===== src/rtl/clk_rst_seq.sv =====
// clk_rst_seq: multi-channel clock-enable and reset sequencer.
// After a global reset the active-low channel resets are released one by one,
// with a fixed stagger between channels. Each released channel then produces a
// divided one-cycle clock-enable pulse train. An end-of-simulation request
// drains every channel to a clean stop.
//
// Build macro CLK_RST_SEQ_CYCLE_CNT_EN: when defined, Cycles_DO counts the
// cycles spent in RUN or DRAIN (saturating, frozen once stopped). When not
// defined, Cycles_DO is tied to zero.
//
// Stop request protocol: EndOfSim_SI is a level. The first clock edge that
// samples it high latches a sticky stop flag; later deassertion has no effect.
// A channel whose pulse is present in the same cycle the request is sampled
// treats that pulse as its final one. Rst_SI always takes priority.
module clk_rst_seq #(
    parameter int N_CHAN     = 4,
    parameter int RST_CYCLES = 16,
    parameter int STAGGER    = 8,
    parameter int DIV_WIDTH  = 8,
    parameter int CNT_WIDTH  = 16
) (
    input  logic                        Clk_CI,
    input  logic                        Rst_SI,
    input  logic [N_CHAN*DIV_WIDTH-1:0] Div_DI,
    input  logic                        EndOfSim_SI,
    output logic [N_CHAN-1:0]           ClkEn_SO,
    output logic [N_CHAN-1:0]           Rst_RBO,
    output logic                        Done_SO,
    output logic [CNT_WIDTH-1:0]        Cycles_DO
);

    typedef enum logic [2:0] {
        ST_HOLD     = 3'd0,
        ST_RELEASE  = 3'd1,
        ST_RUN      = 3'd2,
        ST_DRAIN    = 3'd3,
        ST_STOPPED  = 3'd4
    } state_e;

    // Cycle index of the last channel release; must fit in the sequence counter.
    localparam longint LAST_REL = longint'(RST_CYCLES) + longint'(N_CHAN - 1) * longint'(STAGGER);

    if (N_CHAN < 1 || N_CHAN > 16) begin : g_bad_nchan
        $error("clk_rst_seq: N_CHAN=%0d outside 1..16", N_CHAN);
    end
    if (CNT_WIDTH < 63 && LAST_REL >= (longint'(1) << CNT_WIDTH)) begin : g_bad_cnt
        $error("clk_rst_seq: last release cycle %0d does not fit CNT_WIDTH=%0d", LAST_REL, CNT_WIDTH);
    end

    state_e                 state_q, state_d;
    logic [CNT_WIDTH-1:0]   seq_q, seq_d;
    logic                   stop_q, stop_d;
    logic                   stop_now;
    logic [N_CHAN-1:0]      rst_rb_q, rst_rb_d;
    logic [N_CHAN-1:0]      fin_q, fin_d;
    logic [N_CHAN-1:0]      clken_q, clken_d;
    logic                   done_q, done_d;
    logic                   all_fin;
    logic [DIV_WIDTH-1:0]   cnt_q  [N_CHAN];
    logic [DIV_WIDTH-1:0]   cnt_d  [N_CHAN];
    logic [DIV_WIDTH-1:0]   shad_q [N_CHAN];
    logic [DIV_WIDTH-1:0]   shad_d [N_CHAN];

    // Next-state: sequence counter, channel release, dividers, drain and FSM.
    always_comb begin
        stop_now = stop_q | EndOfSim_SI;
        stop_d   = stop_now;
        seq_d    = (seq_q == '1) ? seq_q : seq_q + 1'b1;
        rst_rb_d = rst_rb_q;
        fin_d    = fin_q;
        clken_d  = '0;
        cnt_d    = cnt_q;
        shad_d   = shad_q;
        state_d  = state_q;

        for (int i = 0; i < N_CHAN; i++) begin
            if (state_q != ST_STOPPED) begin
                if (!rst_rb_q[i]) begin
                    // Release lands on cycle RST_CYCLES+i*STAGGER; a pending stop cancels it for good.
                    if (!stop_now && seq_q == CNT_WIDTH'(RST_CYCLES + i * STAGGER - 1)) begin
                        rst_rb_d[i] = 1'b1;
                        cnt_d[i]    = '0;
                        shad_d[i]   = Div_DI[i*DIV_WIDTH +: DIV_WIDTH];
                    end
                end else if (!fin_q[i]) begin
                    if (clken_q[i]) begin
                        // Pulse cycle: restart the period with the ratio presented now.
                        cnt_d[i]  = '0;
                        shad_d[i] = Div_DI[i*DIV_WIDTH +: DIV_WIDTH];
                        if (stop_now) begin
                            fin_d[i] = 1'b1;
                        end
                    end else begin
                        cnt_d[i] = cnt_q[i] + 1'b1;
                    end
                end
            end
        end

        // Channels that never got released count as already drained.
        all_fin = &(fin_d | ~rst_rb_d);

        case (state_q)
            ST_STOPPED: state_d = ST_STOPPED;
            ST_HOLD: begin
                if (stop_now)             state_d = ST_STOPPED;
                else if (rst_rb_d[N_CHAN-1]) state_d = ST_RUN;
                else if (rst_rb_d[0])     state_d = ST_RELEASE;
                else                      state_d = ST_HOLD;
            end
            default: begin
                if (stop_now)             state_d = all_fin ? ST_STOPPED : ST_DRAIN;
                else if (rst_rb_d[N_CHAN-1]) state_d = ST_RUN;
                else                      state_d = ST_RELEASE;
            end
        endcase

        for (int i = 0; i < N_CHAN; i++) begin
            clken_d[i] = rst_rb_d[i] & ~fin_d[i] & (cnt_d[i] == shad_d[i]);
        end
        if (state_d == ST_STOPPED) begin
            clken_d = '0;
        end
        done_d = (state_d == ST_STOPPED);
    end

    // State and output registers with synchronous reset.
    always_ff @(posedge Clk_CI) begin
        if (Rst_SI) begin
            state_q  <= ST_HOLD;
            seq_q    <= '0;
            stop_q   <= 1'b0;
            rst_rb_q <= '0;
            fin_q    <= '0;
            clken_q  <= '0;
            done_q   <= 1'b0;
            cnt_q    <= '{default: '0};
            shad_q   <= '{default: '0};
        end else begin
            state_q  <= state_d;
            seq_q    <= seq_d;
            stop_q   <= stop_d;
            rst_rb_q <= rst_rb_d;
            fin_q    <= fin_d;
            clken_q  <= clken_d;
            done_q   <= done_d;
            cnt_q    <= cnt_d;
            shad_q   <= shad_d;
        end
    end

`ifdef CLK_RST_SEQ_CYCLE_CNT_EN
    logic [CNT_WIDTH-1:0] cyc_q, cyc_d;

    // Count RUN/DRAIN cycles, saturating at all-ones.
    always_comb begin
        cyc_d = cyc_q;
        if ((state_q == ST_RUN || state_q == ST_DRAIN) && cyc_q != '1) begin
            cyc_d = cyc_q + 1'b1;
        end
    end

    // Run-cycle counter register.
    always_ff @(posedge Clk_CI) begin
        if (Rst_SI) begin
            cyc_q <= '0;
        end else begin
            cyc_q <= cyc_d;
        end
    end

    assign Cycles_DO = cyc_q;
`else
    assign Cycles_DO = '0;
`endif

    assign ClkEn_SO = clken_q;
    assign Rst_RBO  = rst_rb_q;
    assign Done_SO  = done_q;

endmodule

===== config.mk =====
export PLATFORM = sky130hd
export DESIGN_NAME = clk_rst_seq
export DESIGN_NICKNAME = d
export VERILOG_FILES = /design/src/rtl/clk_rst_seq.sv
export SDC_FILE = /design/constraint.sdc
export NUM_CORES = 1
export LEC_CHECK = 0
export ABC_CLOCK_PERIOD_IN_PS = 3100
export BUFFER_PORTS_ARGS = -buffer_cell sky130_fd_sc_hd__buf_2
export CAP_MARGIN = 10
export CELL_PAD_IN_SITES_DETAIL_PLACEMENT = 0
export CELL_PAD_IN_SITES_GLOBAL_PLACEMENT = 2
export CORE_ASPECT_RATIO = 0.7
export CORE_MARGIN = 3
export CORE_UTILIZATION = 36
export CTS_BUF_LIST = sky130_fd_sc_hd__clkbuf_4 sky130_fd_sc_hd__clkbuf_8 sky130_fd_sc_hd__clkbuf_16
export DETAILED_ROUTE_END_ITERATION = 7
export HOLD_SLACK_MARGIN = 0.12
export PLACE_DENSITY_LB_ADDON = 0.1
export SLEW_MARGIN = 20
export SYNTH_ARGS = -nofsm -noshare
export SYNTH_HDL_FRONTEND = slang
export SYNTH_SLANG_ARGS = --single-unit

===== constraint.sdc =====
create_clock -name Clk_CI -period 3.1 [get_ports Clk_CI]
set_input_delay 0.62 -clock Clk_CI [delete_from_list [all_inputs] [get_ports Clk_CI]]
set_output_delay 0.62 -clock Clk_CI [all_outputs]
set_load 0.02 [all_outputs]

After elaboration in Yosys (flattened, before gate mapping)
Cells that the tools add are included.

storage, ports and cells
  output and inout port bits = 25
  input port bits = 35
  word-level logic and storage cells = 131
  register bits after elaboration = 97

cells by class
  equality and inequality tests = 12
  add/subtract/negate cells = 5
  multiplexer cells = 76
  reductions and logical operators = 8
  bitwise gates (word level) = 15

operator list
  cell                     count
  $mux W8                  40
  $add A8 B1 Y8 const B    4
  $eq A16 B5 Y1 const B    2
  $eq A8 B8 Y1             4
  $mux W1                  30
  $add A16 B1 Y16 const B  1
  $eq A16 B16 Y1 const B   1
  $eq A16 B4 Y1 const B    1
  $eq A16 B6 Y1 const B    1
  $mux W3                  3
  $and A1 B1 Y1            8
  $eq A3 B3 Y1 const B     2
  $pmux W3 S2              1
  $logic_and A1 B1 Y1      4
  $mux W2                  2
  $not A1 Y1               4
  $not A4 Y4               1
  $or A4 B4 Y4             1
  $reduce_and A4 Y1        1
  $logic_not A3 Y1         1
  $ne A3 B3 Y1 const B     1
  $reduce_or A2 Y1         1
  $logic_not A1 Y1         1
  $or A1 B1 Y1             1

Longest topological paths before layout
Gate-level depths: netlist (run 1).

  word-level depth = 14
  gate-level depth with buffers = 10
  depth with buffers taken out = 8

Least setup slack after synthesis (run 1)
OpenSTA, ideal clock, no wires.

  path type = in2reg
  start point = input port EndOfSim_SI
  end point = register clken_q[0] (netlist: ClkEn_SO[0])
  cell stages on the path = 7
  path buffers = 0
  setup time = 88 ps
  data required time = 3012 ps
  slack = 689 ps
  arrival time = 2324 ps
  path through = nor3_1 -> nand4_2 -> or4_1 -> a32o_1 -> xnor2_1 -> a211o_1 -> nor4_2

between the ends
  longest elaborated chain between the ends = 14
  elaborated cells between the ends (all ways) = 57
  those cells by class = 2 x eq/ne; 42 x mux; 6 x bitwise; 7 x reduce/logical

RTL lines
  what                                                                   line  source
  from (decl)                                                            25    input logic EndOfSim_SI,
  $or A1 B1 Y1 *                                                         66    stop_now = stop_q | EndOfSim_SI;
  parallel branches: the longest is 13 deep, another holds $or A4 B4 Y4  --
  to (signal assigned)                                                   145   clken_q <= clken_d;
  to (decl)                                                              56    logic [N_CHAN-1:0] clken_q, clken_d;

Mark *: on every way between the ends.
A chain may end at the register's enable or synchronous reset.

Worst setup path after layout (run 1)
  start point = register state_q[1]
  end point = register clken_q[1] (netlist: ClkEn_SO[1])

between the ends
  longest elaborated chain between the ends = 10
  elaborated cells between the ends (all ways) = 29
  those cells by class = 4 x eq/ne; 17 x mux; 5 x bitwise; 3 x reduce/logical

RTL lines
  what                               line  source
  from (decl)                        50    state_e state_q, state_d;
  from (signal assigned)             140   state_q <= state_d;
  $ne A3 B3 Y1                       77    if (state_q != ST_STOPPED) begin
  $mux W1                            77
  $not A4 Y4                         101   all_fin = &(fin_d | ~rst_rb_d);
  $or A4 B4 Y4                       101
  $reduce_and A4 Y1                  101
  $mux W3 (2 in a row)               112   if (stop_now) state_d = all_fin ? ST_STOPPED : ST_DRAIN;
  $pmux W3 S2                        103   case (state_q)
  $eq A3 B3 Y1                       121   if (state_d == ST_STOPPED) begin
  $reduce_or A2 Y1 (no source line)  --

Parallel ways exist; a longest one is shown, timed or not.

==> flow_summary.json, run 1 <==
{
  "slew_viol_final": 0,
  "fin_crit_sh_pct": 86.83,
  "r2r-end": "ClkEn_SO[1]",
  "vias": 4526,
  "multi_input_area_um2": 3123,
  "worst_setup_path_end_kind": "flop",
  "dr.first_iter.drc_count": 262,
  "crit_fanout": 15,
  "synth_edf_count": 0,
  "syn_inst": 620,
  "clk_path_buf_depth": 2,
  "max-cap-violations": 0,
  "die_w_um": 150.9,
  "synth_area_per_cell_um2": 8.534,
  "synth_mux_area_share_pct": 5.037,
  "seq_area_um2": 1942,
  "critical_path_arrival_ps": 2970,
  "startpoint": "state_q[1]",
  "fill_cells": 1425,
  "synth_compound_area_share_pct": 17.50,
  "drive_gt1_share_pct": 13.90,
  "finalClockSkew_ps": 10.00,
  "synthXorXnorAreaFrac_pct": 7.118,
  "numCtsBuffers": 9,
  "area_delta_synth_final_pct": 13.17,
  "gp_congestion": 0.8242,
  "grt_max_degree": 39,
  "worst_pin_slew_ps": 735.8,
  "wl_per_cell_um": 16.04,
  "synthTopCellsByArea": "dfxtp_1 37%, nor2_1 6.3%, xnor2_1 4.6%",
  "dp_cells": 837,
  "outcome": "finished, final reports clean",
  "nNetsFinal": 698,
  "r2r_slack_ps": 410,
  "diodes": 0,
  "startpoint_type": "flop",
  "synth_simple_gate_area_share_pct": 27.05,
  "cts_hold_buffers": 0,
  "routed.top_layer": "met4",
  "worstSetupEndpoint": "ClkEn_SO[1]",
  "core-area_um2": 14140,
  "hpwl_um": 10050,
  "yosys.area.top_type": "dfxtp_1",
  "clk_pin_slew_ps": 70,
  "antenna_found_initial": 0,
  "initial_core_util_pct": 37.41,
  "overflow": 0,
  "ant_nets": 0,
  "io_buffers": 43,
  "clk_latency_ps": 350,
  "synthAdderAreaFrac_pct": 1.182,
  "p_per_area_nw_per_um2": 449.9,
  "cts.sinks": 97,
  "cts_tree": "done",
  "grt_usage_pct": 17.33,
  "die_h_um": 107.4,
  "total_power_mw": 2.694,
  "max_slew_margin_pct": 50.89,
  "vias_per_cell": 5.312,
  "grt_pass1_wl_um": 22200,
  "cts-resized-gates": 0,
  "drt-total-wl_um": 13670,
  "rr_worst_depth": 8,
  "yosys_most_used_dff": "dfxtp_1",
  "seq_area_frac_synth_pct": 36.70,
  "drc": 0,
  "crit_required_ps": 3370,
  "root_buffer": "clkbuf_16",
  "synth_top_family_by_area": "simple AND/OR/NAND/NOR gates",
  "min_path_type": "reg -> reg",
  "route.met2.wl_um": 5494,
  "fin_cells": 852,
  "rr_startpoint": "state_q[1]",
  "yosysWarningCount": 0,
  "async_reset_ff_share_pct": 0,
  "postCtsSetupBuffers": 0,
  "critPathKind": "reg -> reg",
  "setup_tns_ps": 0,
  "row_count": 36,
  "boundaryPins": 60,
  "period_needed_ps": 2692,
  "dr.pass1.iters": 4,
  "cts.htree.levels": 3,
  "dr_wl_met3_um": 611,
  "ir_drop_v": 0.0002886,
  "rsz0062_at_grt": "false",
  "ys_ff_latch": 97,
  "max_freq_mhz": 371.5,
  "synth_top_area_share_pct": 36.70,
  "m1WireLength_um": 7344,
  "postLayoutCoreUtil_pct": 42.34,
  "grt_pass1_vias": 4171,
  "setup_viol": 0,
  "hold_violations": 0,
  "die-area_um2": 16210,
  "ys_types": 75,
  "synthesis.area_um2": 5291,
  "p_leak_nw": 2.268
}
## cells by family (layout without fill, tap and decap cells)
logic type      Yosys count  after routing
compound gates          127            127
xor+xnor                 43             43
fa+ha+maj                 5              5
buf+inv                  53             80
flops                    97             97
mux                      25             25
other cells               1             16
simple gates            269            269
## worst max-delay path, cell delays in order, from the launching register on
cell and delay [ps]:
dfxtp_1 340, nor3b_4 650, buf_4 280, a2111oi_2 70
a21oi_4 410, mux2i_1 340, xnor2_1 200, o2111ai_1 150
nor3_1 170
## area by class of cell
class / count / area share [%]
Inverter: 10 / 0.6268
Multi-Input combinational cell: 485 / 52.15
Timing Repair Buffer: 55 / 5.098
Sequential cell: 97 / 32.43
Clock inverter: 5 / 1.734
Clock buffer: 10 / 3.991
Tap cell: 190 / 3.970
## power by group
part	switching [mW]	total [mW]	leakage, nW	internal, mW
Clock	0.504	1.31	0.169	0.807
Combinational	0.0873	0.127	1.32	0.0396
Sequential	0.00471	1.26	0.783	1.25
Total	0.596	2.69	2.27	2.10
## worst min path at each step
stage	from	endpoint	cells past startpoint
after floorplan	shad_q[27]	shad_q[27]	2
after global placement	shad_q[15]	shad_q[15]	2
after CTS	shad_q[29]	shad_q[29]	2
after detailed placement	shad_q[29]	shad_q[29]	2
final	shad_q[29]	shad_q[29]	2
after global routing	shad_q[29]	shad_q[29]	2
## layer usage
metal / global-route usage, % / up-vias
li1: - / 2289
met1: 26.26 / 2119
met2: 24.77 / 103
met3: 3.367 / 15
met4: 4.787 / 0
met5: 0 / -
## Yosys cell counts (3+ instances only)
cell       number
a211oi_1        3
a21o_1          5
a21oi_1        42
a221oi_1        4
a22oi_1         9
a2bb2oi_1       3
a311oi_1        3
a31oi_1         7
a32oi_1         5
and3_1          3
buf_2           4
buf_4          17
clkbuf_1       19
dfxtp_1        97
ha_1            5
inv_1          10
mux2i_1        21
nand2_1        49
nand2b_1       12
nand3_1        12
nand4_1        13
nand4b_1        8
nor2_1         89
nor2b_1        14
nor3_1         24
nor3b_1         4
nor4_1          4
o2111ai_1       4
o21ai_0        13
o41ai_1         3
or2_2           4
or3_1           8
or4_1           6
xnor2_1        28
xor2_1         15
## cell usage in the layout, fill, tap and decap left out, drive strengths merged, types with 3 or more instances in the layout
cell,count
nand4b,8
and3,3
ha,5
a21oi,43
buf,55
o41ai,3
bufinv,3
nand2b,12
xor2,15
nand2,49
a311oi,3
mux2i,22
a22oi,10
or4,6
nand4,14
a32oi,5
conb,16
a21o,5
o2111ai,4
a221oi,4
nor3,26
o21ai,13
or2,4
a211oi,3
inv,10
nor4,8
a2bb2oi,3
or3,9
xnor2,28
clkbuf,10
a31oi,9
nand3,12
dfxtp,97
nor2,89
mux2,3
nor3b,5
nor2b,14
## flip-flops by register name, summed over array words and instances, names as in the netlist
signal,cells
ClkEn_SO,4
Done_SO,1
Rst_RBO,4
cnt_q,32
fin_q,4
seq_q,16
shad_q,32
state_q,3
stop_q,1
## stage by stage
stage / hold slack [ps] / worst slack (ps) / cell area (µm²)
finish: 472.9 / 408.2 / 5988
global placement: 458.9 / 368.9 / 5645
CTS: 473.8 / 341.3 / 5988
detailed placement: 463.7 / 340.8 / 5645
floorplan: 445.9 / 688.6 / 5348
global route: 490.0 / 152.8 / 5988
No activity file was read; power rests on OpenSTA's default activity.
==> inputs of run 2 (changes only) <==
- CORE_MARGIN: 3 -> not set
==> flow_summary.json, run 2 (synthesized netlist as in run 1, its figures left out) <==
{
  "outcome": "finished, final reports clean",
  "dr.first_iter.drc_count": 230,
  "cts.htree.levels": 3,
  "path_buf_inv": 1,
  "wl_per_cell_um": 15.65,
  "root_buffer": "clkbuf_16",
  "p_per_area_nw_per_um2": 417.1,
  "min_path_type": "reg -> reg",
  "cts_hold_buffers": 0,
  "boundaryPins": 60,
  "clk_path_buf_depth": 2,
  "use_met2_pct": 27.71,
  "fill_cells": 1473,
  "drc": 0,
  "hpwl_um": 9812,
  "worst_pin_slew_ps": 693.2,
  "core-area_um2": 14140,
  "cts-resized-gates": 0,
  "cts_tree": "done",
  "use_met1_pct": 26.91,
  "antenna_found_initial": 0,
  "grt_max_degree": 39,
  "rr_worst_depth": 8,
  "startpoint_type": "flop",
  "crit_required_ps": 3380,
  "slowest_delay_ps": 620,
  "diodes": 0,
  "seq_area_um2": 1942,
  "rsz0062_at_grt": "false",
  "critical_path_arrival_ps": 2970,
  "grt_pass1_vias": 4078,
  "grt-busiest-layer": "met2",
  "ir_drop_v": 0.0002709,
  "hold_violations": 0,
  "worst_setup_path_end_kind": "flop",
  "grt_use_met3_pct": 3.772,
  "final_common_cell": "dfxtp_1",
  "multi_input_area_um2": 3123,
  "area_delta_synth_final_pct": 11.92,
  "grt_usage_pct": 18.38,
  "drt-total-wl_um": 13340,
  "max_slew_margin_pct": 53.73,
  "max_freq_mhz": 371.5,
  "setup_viol": 0,
  "gp_congestion": 0.8590,
  "place_ws_ps": 367.9,
  "crit_path_top_delay_cell": "nor3b_4",
  "max-cap-violations": 0,
  "die_w_um": 146.9,
  "nNetsFinal": 697,
  "layout_common_cells": "97 x dfxtp_1, 89 x nor2_1, 49 x nand2_1",
  "overflow": 0,
  "dr.pass1.iters": 4,
  "crit_fanout": 13,
  "postCtsSetupBuffers": 0,
  "clk_latency_ps": 350,
  "finalClockSkew_ps": 8.766,
  "cts.sinks": 97,
  "period_needed_ps": 2692,
  "io_buffers": 43,
  "die-area_um2": 15200,
  "setup_tns_ps": 0,
  "cp_cell_sequence": "nor3b_4 -> buf_4 -> nor3b_1 -> a21oi_4 -> mux2i_1 -> xnor2_1 -> o2111ai_1 -> nor3_1",
  "finalWorstSetupSlack_ps": 407.9,
  "top_regs": "cnt_q (32), shad_q (32), seq_q (16)",
  "crit_family": "simple AND/OR/NAND/NOR gates",
  "vias_per_cell": 5.224,
  "numCtsBuffers": 9,
  "vias": 4451,
  "critPathKind": "reg -> reg",
  "drive_gt1_share_pct": 13.90,
  "p_leak_nw": 2.232,
  "fin_crit_sh_pct": 86.84,
  "die_h_um": 103.4,
  "path_depth": 8,
  "hold_path_depth": 2,
  "row_count": 36,
  "clk_pin_slew_ps": 70,
  "slew_viol_final": 0,
  "grt_pass1_wl_um": 21850,
  "ant_nets": 0,
  "initial_core_util_pct": 37.41
}
-- run 2: metrics by stage --
| step | util [%] | cells | hold slack, ps | total power, mW | area (µm²) |
|---|---|---|---|---|---|
| finish | 41.87 | 852 | 470.8 | 2.470 | 5922 |
| global route | 41.87 | 852 | 489.4 | 2.574 | 5922 |
| CTS | 41.87 | 852 | 475.3 | 2.512 | 5922 |
| detailed placement | 39.86 | 836 | 465.2 | 1.412 | 5638 |
| global placement | 39.86 | 836 | 461.2 | 1.410 | 5638 |
| floorplan | - | 635 | 445.9 | 1.379 | 5348 |
-- run 2: cell type report --
cell class / count / share of cell area, %
Multi-Input combinational cell: 485 / 52.74
Clock buffer: 10 / 3.930
Inverter: 10 / 0.6338
Tap cell: 190 / 4.014
Timing Repair Buffer: 54 / 5.029
Sequential cell: 97 / 32.79
Clock inverter: 6 / 0.8663
-- run 2: power breakdown --
part,internal [mW],switching (mW),leakage [nW]
clock network,0.566,0.522,0.137
registers,1.25,0.00489,0.783
logic,0.0385,0.0876,1.31
-- run 2: path summary, 6_finish.rpt --
kind,start,endpoint,slack [ps]
max,state_q[1],ClkEn_SO[1],410
min reg2reg,shad_q[26],shad_q[26],470
max reg2reg,state_q[1],ClkEn_SO[1],410
min,shad_q[26],shad_q[26],470
-- run 2: metal layers --
layer | vias to the layer above | routed length, µm
met4 | 0 | 110
met1 | 2075 | 7196
li1 | 2293 | -
met3 | 11 | 457
met5 | - | 0
met2 | 72 | 5573
-- run 2: worst min-delay path, stage by stage, from the launching register on --
cell	delay, ps
dfxtp_1	320
nand2_1	50
a21oi_1	50
